### src/rtl/fetch_ifid_stage_if.sv
// Instruction-memory request/done handshake between the fetch stage (master) and memory (slave).
interface fetch_ifid_stage_if;
  logic        rd;
  logic [15:0] addr;
  logic [15:0] data;
  logic        done;

  modport master (
    output rd,
    output addr,
    input  data,
    input  done
  );

  modport slave (
    input  rd,
    input  addr,
    output data,
    output done
  );
endinterface

### src/rtl/fetch_ifid_stage.sv
// Fetch stage and IF/ID latch: owns the PC, runs the imem req/done handshake, honours hazard
// freezes, EX-resolved redirects and stops fetching once a HALT has been latched.
module fetch_ifid_stage #(
  parameter logic [15:0] ResetPc  = 16'h0000,
  parameter logic [15:0] NopInstr = 16'h0800,
  parameter logic [15:0] PcInc    = 16'd2
) (
  input  logic                      clk,
  input  logic                      rst,
  input  logic                      pc_write_en_i,
  input  logic                      ifid_write_en_i,
  input  logic                      flush_i,
  input  logic [15:0]               branch_target_i,
  fetch_ifid_stage_if.master        imem_io,
  output logic [15:0]               ifid_instr_o,
  output logic [15:0]               ifid_pc_inc_o,
  output logic                      ifid_valid_o,
  output logic                      fetch_stall_o,
  output logic                      halted_o
);

  typedef enum logic [1:0] {StFetch, StDrain, StHalted} state_e;

  state_e      state_q, state_d;
  logic [15:0] pc_q, pc_d;
  logic [15:0] addr_q, addr_d;
  logic [15:0] instr_q, instr_d;
  logic [15:0] pc_inc_q, pc_inc_d;
  logic        valid_q, valid_d;
  logic [15:0] pc_next;
  logic        is_halt;

  assign pc_next = pc_q + PcInc;
  assign is_halt = (imem_io.data[15:11] == 5'b00000);

  always_comb begin
    state_d  = state_q;
    pc_d     = pc_q;
    addr_d   = addr_q;
    instr_d  = instr_q;
    pc_inc_d = pc_inc_q;
    valid_d  = valid_q;

    if (flush_i) begin
      pc_d     = branch_target_i;
      instr_d  = NopInstr;
      pc_inc_d = 16'h0000;
      valid_d  = 1'b0;
      unique case (state_q)
        StFetch: begin
          if (imem_io.done) begin
            addr_d  = branch_target_i;
            state_d = StFetch;
          end else begin
            // Read already in flight: its address must not move until done.
            state_d = StDrain;
          end
        end
        StDrain: begin
          if (imem_io.done) begin
            addr_d  = branch_target_i;
            state_d = StFetch;
          end
        end
        StHalted: begin
          addr_d  = branch_target_i;
          state_d = StFetch;
        end
        default: state_d = StFetch;
      endcase
    end else begin
      unique case (state_q)
        StFetch: begin
          if (imem_io.done) begin
            if (pc_write_en_i) begin
              pc_d   = pc_next;
              addr_d = pc_next;
            end
            if (ifid_write_en_i) begin
              instr_d  = imem_io.data;
              pc_inc_d = pc_next;
              valid_d  = 1'b1;
              if (is_halt) begin
                state_d = StHalted;
              end
            end
          end else if (ifid_write_en_i) begin
            instr_d = NopInstr;
            valid_d = 1'b0;
          end
        end
        StDrain: begin
          if (ifid_write_en_i) begin
            instr_d = NopInstr;
            valid_d = 1'b0;
          end
          // Stale data is dropped; reissue at the redirected PC.
          if (imem_io.done) begin
            addr_d  = pc_q;
            state_d = StFetch;
          end
        end
        StHalted: begin
          if (ifid_write_en_i) begin
            instr_d = NopInstr;
            valid_d = 1'b0;
          end
        end
        default: state_d = StFetch;
      endcase
    end
  end

  always_ff @(posedge clk) begin
    if (rst) begin
      state_q  <= StFetch;
      pc_q     <= ResetPc;
      addr_q   <= ResetPc;
      instr_q  <= NopInstr;
      pc_inc_q <= 16'h0000;
      valid_q  <= 1'b0;
    end else begin
      state_q  <= state_d;
      pc_q     <= pc_d;
      addr_q   <= addr_d;
      instr_q  <= instr_d;
      pc_inc_q <= pc_inc_d;
      valid_q  <= valid_d;
    end
  end

  assign imem_io.rd     = !rst && (state_q != StHalted);
  assign imem_io.addr   = addr_q;
  assign ifid_instr_o   = instr_q;
  assign ifid_pc_inc_o  = pc_inc_q;
  assign ifid_valid_o   = valid_q;
  assign halted_o       = (state_q == StHalted);
  assign fetch_stall_o  = !rst && ((state_q == StDrain) || ((state_q == StFetch) && !imem_io.done));

endmodule

### src/flat_wrapper.sv
// flat-port wrapper written by rule: the top's interface ports become plain ports
module fetch_ifid_stage_flat 
#(
  parameter logic [15:0] ResetPc  = 16'h0000,
  parameter logic [15:0] NopInstr = 16'h0800,
  parameter logic [15:0] PcInc    = 16'd2
)
  (clk, rst, pc_write_en_i, ifid_write_en_i, flush_i, branch_target_i, ifid_instr_o, ifid_pc_inc_o, ifid_valid_o, fetch_stall_o, halted_o, imem_io_rd, imem_io_addr, imem_io_data, imem_io_done);
  fetch_ifid_stage_if imem_io_i ();
  input  logic clk;
  input  logic rst;
  input  logic pc_write_en_i;
  input  logic ifid_write_en_i;
  input  logic flush_i;
  input  logic [15:0] branch_target_i;
  output logic [15:0] ifid_instr_o;
  output logic [15:0] ifid_pc_inc_o;
  output logic ifid_valid_o;
  output logic fetch_stall_o;
  output logic halted_o;
  output wire logic [$bits(imem_io_i.rd)-1:0] imem_io_rd;
  output wire logic [$bits(imem_io_i.addr)-1:0] imem_io_addr;
  input wire logic [$bits(imem_io_i.data)-1:0] imem_io_data;
  input wire logic [$bits(imem_io_i.done)-1:0] imem_io_done;
  assign imem_io_rd = imem_io_i.rd;
  assign imem_io_addr = imem_io_i.addr;
  assign imem_io_i.data = imem_io_data;
  assign imem_io_i.done = imem_io_done;
  fetch_ifid_stage #(.ResetPc(ResetPc), .NopInstr(NopInstr), .PcInc(PcInc)) u_core (.clk(clk), .rst(rst), .pc_write_en_i(pc_write_en_i), .ifid_write_en_i(ifid_write_en_i), .flush_i(flush_i), .branch_target_i(branch_target_i), .imem_io(imem_io_i), .ifid_instr_o(ifid_instr_o), .ifid_pc_inc_o(ifid_pc_inc_o), .ifid_valid_o(ifid_valid_o), .fetch_stall_o(fetch_stall_o), .halted_o(halted_o));
endmodule
### config.mk
export PLATFORM = sky130hd
export DESIGN_NAME = fetch_ifid_stage_flat
export DESIGN_NICKNAME = d
export VERILOG_FILES = /design/src/rtl/fetch_ifid_stage_if.sv /design/src/rtl/fetch_ifid_stage.sv /design/src/flat_wrapper.sv
export SDC_FILE = /design/constraint.sdc
export NUM_CORES = 1
export LEC_CHECK = 0
export ABC_AREA = 1
export CAP_MARGIN = 40
export CORE_UTILIZATION = 44
export CTS_CLUSTER_SIZE = 14
export DETAILED_ROUTE_END_ITERATION = 16
export PLACE_DENSITY_LB_ADDON = 0.12
export SLEW_MARGIN = 10
export SYNTH_ARGS = -nofsm -noshare
export SYNTH_HDL_FRONTEND = slang
export SYNTH_SLANG_ARGS = --single-unit
### constraint.sdc
create_clock -name clk -period 1.7 [get_ports clk]
set_clock_uncertainty 0.05 [all_clocks]
set_input_delay 0.17 -clock clk [delete_from_list [all_inputs] [get_ports clk]]
set_output_delay 0.17 -clock clk [all_outputs]
set_load 0.05 [all_outputs]
==> metrics.md <==
| Metric | Value |
|---|---|
| Synth warnings | `0` |
| Combinational power share | `24.1%` |
| Leading cell types by count after synthesis | `nand2_1 (99), a21oi_1 (68), dfxtp_1 (67), inv_1 (60), o21ai_0 (54)` |
| Footprint of the multi-input gates | `1800 µm²` |
| Setup WS pre-CTS | `-0.0479 ns` |
| Hold Fails Final Rpt | `0` |
| RSZ-0062 raised after global routing | `true` |
| Die Y | `90.9 µm` |
| Synth cell types | `32` |
| Worst setup path startpoint | `u_core.state_q[1]` |
| Post-synth top flop | `dfxtp_1` |
| Post-DR vias/cell | `~5.2` |
| Slew HR | `67.4%` |
| Count leader, synth | `nand2_1` |
| IO buf count | `89` |
| Die width | `90.9 µm` |
| Status | `completed` |
| Routed vias | `between 3,000 and 4,000` |
| Largest net degree at the start of global routing | `34` |
| TritonCTS Buffers | `9` |
| Top cells by area, synth | `dfxtp_1 (39%), nand2_1 (11%), a21oi_1 (9.8%), o21ai_0 (7.8%), inv_1 (6.5%)` |
| CTS tree | `yes` |
| N_diodes | `0` |
| CP Capture Type | `output pin` |
| # setup viols final | `0` |
| Crit path arrival time | `approximately 1.4 ns` |
| DR WL/cell | `13.8 µm` |
| Clock sink total | `67` |
| Synthesis-to-layout area growth | `42.2%` |
| P_int | `2930 µW` |
| Total wire length | `10.0 mm` |
| Worst slew pin tran | `roughly 0.49 ns` |
| Post-layout min period | `~1.7 ns` |
| Total track usage | `approximately a quarter` |
| Reg power frac | `40.5%` |
| Sw Share | `31.4%` |
| R2r startpoint | `u_core.pc_q[1]` |
| # fillers | `around 740` |
| Fmax | `606 MHz` |
| Synth top area share | `approximately 39%` |
| Final worst-path cycle share | `97.1%` |
| GRT overflow | `0` |
| Synth Instances | `between 500 and 600` |
| Final Net Count | `662` |
| Sw power | `1340 µW` |
| Max clock buf depth | `2` |
| DRT antenna net count | `0` |
| Cell leakage power | `0.00231 µW` |
| Design Area, Final | `4950 µm²` |
| Hpwl dp | `approximately 7.2 mm` |
| Peak supply drop | `0.591 mV` |
| Number of global-route vias before repair | `3,463` |
| GPL Wtd Cong | `~0.9` |
| First drt pass iteration count | `5` |
| Clk root buf | `clkbuf_8` |
| Final Core Density | `approximately 64%` |
| Clk pin slew, worst setup/hold paths | `0.08 ns` |
| Initial antenna violation count | `0` |
| PwrDens | `roughly 860 nW/µm²` |
| Seq. cell area | `1340 µm²` |
| Layout cells sized above 1 | `19.8%` |
| Async S/R FF share, synth | `0%` |
| Ports | `90` |
| Starting DRT DRC Count | `270` |
| Crit Path Class | `flip-flop to output pin` |
| Hold Startpoint | `branch_target_i[6]` |
| Die area | `8260 µm²` |
| First-pass GRT wire length | `roughly 16 mm` |
| Drc violations | `0` |
| Clock power share | `35.4%` |
| Worst-Skew Late Latency | `0.35 ns` |
| Post-CTS setup buffer count | `0` |
| Setup WS post-layout | `0.0500 ns` |
| Core Region | `roughly 7700 µm²` |
| #FFs+latches synth | `67` |
| # H-tree levels | `3` |
| Data required, critical path | `1.48 ns` |
| Initial Util | `a little under half` |
| Slew Limit Fails | `0` |
| Synth Net Count | `roughly 550` |
| CP startpoint kind | `flip-flop` |
| Sequential-to-total area share from yosys stat | `38.6%` |
| Hold WS | `0.382 ns` |
| Hold Path Class | `input pin to flip-flop` |
| Synth Cell Area | `between 3000 and 4000 µm²` |
| Post-layout power | `4270 µW` |
| Max FO, Critical Path | `5` |
| Largest area contributor in the netlist | `dfxtp_1` |
| Post-synth EDFFs | `0` |
| Post-Syn Area per Cell | `6.83 µm²` |
| Max_cap viols | `0` |
| # rows | `32` |
| Placed Area | `~4700 µm²` |
cell type report:
cell class                      count  share of cell area (%)
Clock buffer                       11                    2.86
Clock inverter                      5                    1.72
Inverter                           65                    5.11
Sequential cell                    67                    27.2
Multi-Input combinational cell    348                    36.4
Timing Repair Buffer              129                    24.1
Tap cell                          102                    2.58
registers in the layout (all words and copies together) (netlist names):
signal,cells
u_core.ifid_pc_inc_o,16
u_core.ifid_instr_o,16
u_core.pc_q,16
u_core.ifid_valid_o,1
u_core.state_q,2
u_core.imem_io.addr,16
power groups by stage:
stage	Sequential (µW)	Combinational, µW	Clock, µW
floorplan	1970	413	0
global placement	1760	997	0
detailed placement	1760	1010	0
CTS	1730	1020	1550
global route	1740	1110	1600
finish	1730	1030	1510
worst paths after layout:
path / cells after the start / end / slack (ns)
max: 6 / fetch_stall_o / 0.05
max reg2reg: 8 / u_core.ifid_pc_inc_o[8] / 0.10
min reg2reg: 2 / u_core.imem_io.addr[0] / 0.40
min: 3 / u_core.pc_q[6] / 0.38
cells in the final DEF (no fill, tap or decap), drive strengths merged, types with 2 or more instances in the layout:
cell,n
ha,4
buf,82
clkdlybuf4s50,37
clkbuf,11
a21oi,68
nand2,100
nand3,29
o21ai,57
xor2,8
nor2,42
or2,2
a31oi,4
clkinv,3
nand4,10
inv,64
dlygate4sd2,10
dfxtp,67
bufinv,2
o211ai,16
o21a,4
critical path, stage by stage, from the launching register on:
cell	delay (ns)
dfxtp_2	0.34
inv_4	0.07
ha_4	0.17
buf_6	0.11
nand2_2	0.07
a21oi_4	0.17
buf_12	0.15
cells by family after synthesis:
group / Yosys count / share of synthesized area (%)
xor gates and xnor gates: 9 / 2.27
adders and majority gates: 4 / 1.44
DFF: 67 / 38.6
buffers and inverters: 94 / 11.5
AOI/OAI and AO/OA: 151 / 23.6
and+or+nand+nor: 184 / 22.6
stage by stage:
step | std cells | TNS, ns
after floorplan | 509 | -0.0743
after global placement | 711 | 0
after detailed placement | 711 | -0.219
after CTS | 727 | -0.0329
after global routing | 727 | -0.0216
final | 727 | 0
metal layers:
layer / routed length (µm) / GRT usage, % / vias up
met4: 121 / 7.80 / 0
met1: 4560 / 33.3 / 1711
met3: 859 / 6.90 / 12
met2: 4470 / 38.2 / 132
met5: 0 / 0 / -
li1: - / - / 1899
repair_timing:
action | CTS | global route
hold endpoints to repair | 0 | 0
endpoints found under the setup margin | 15 | 31
pin swaps | 0 | 2
gates resized for setup | 18 | 15
hold buffers | 0 | 0
(Power assumes the default switching activity.)
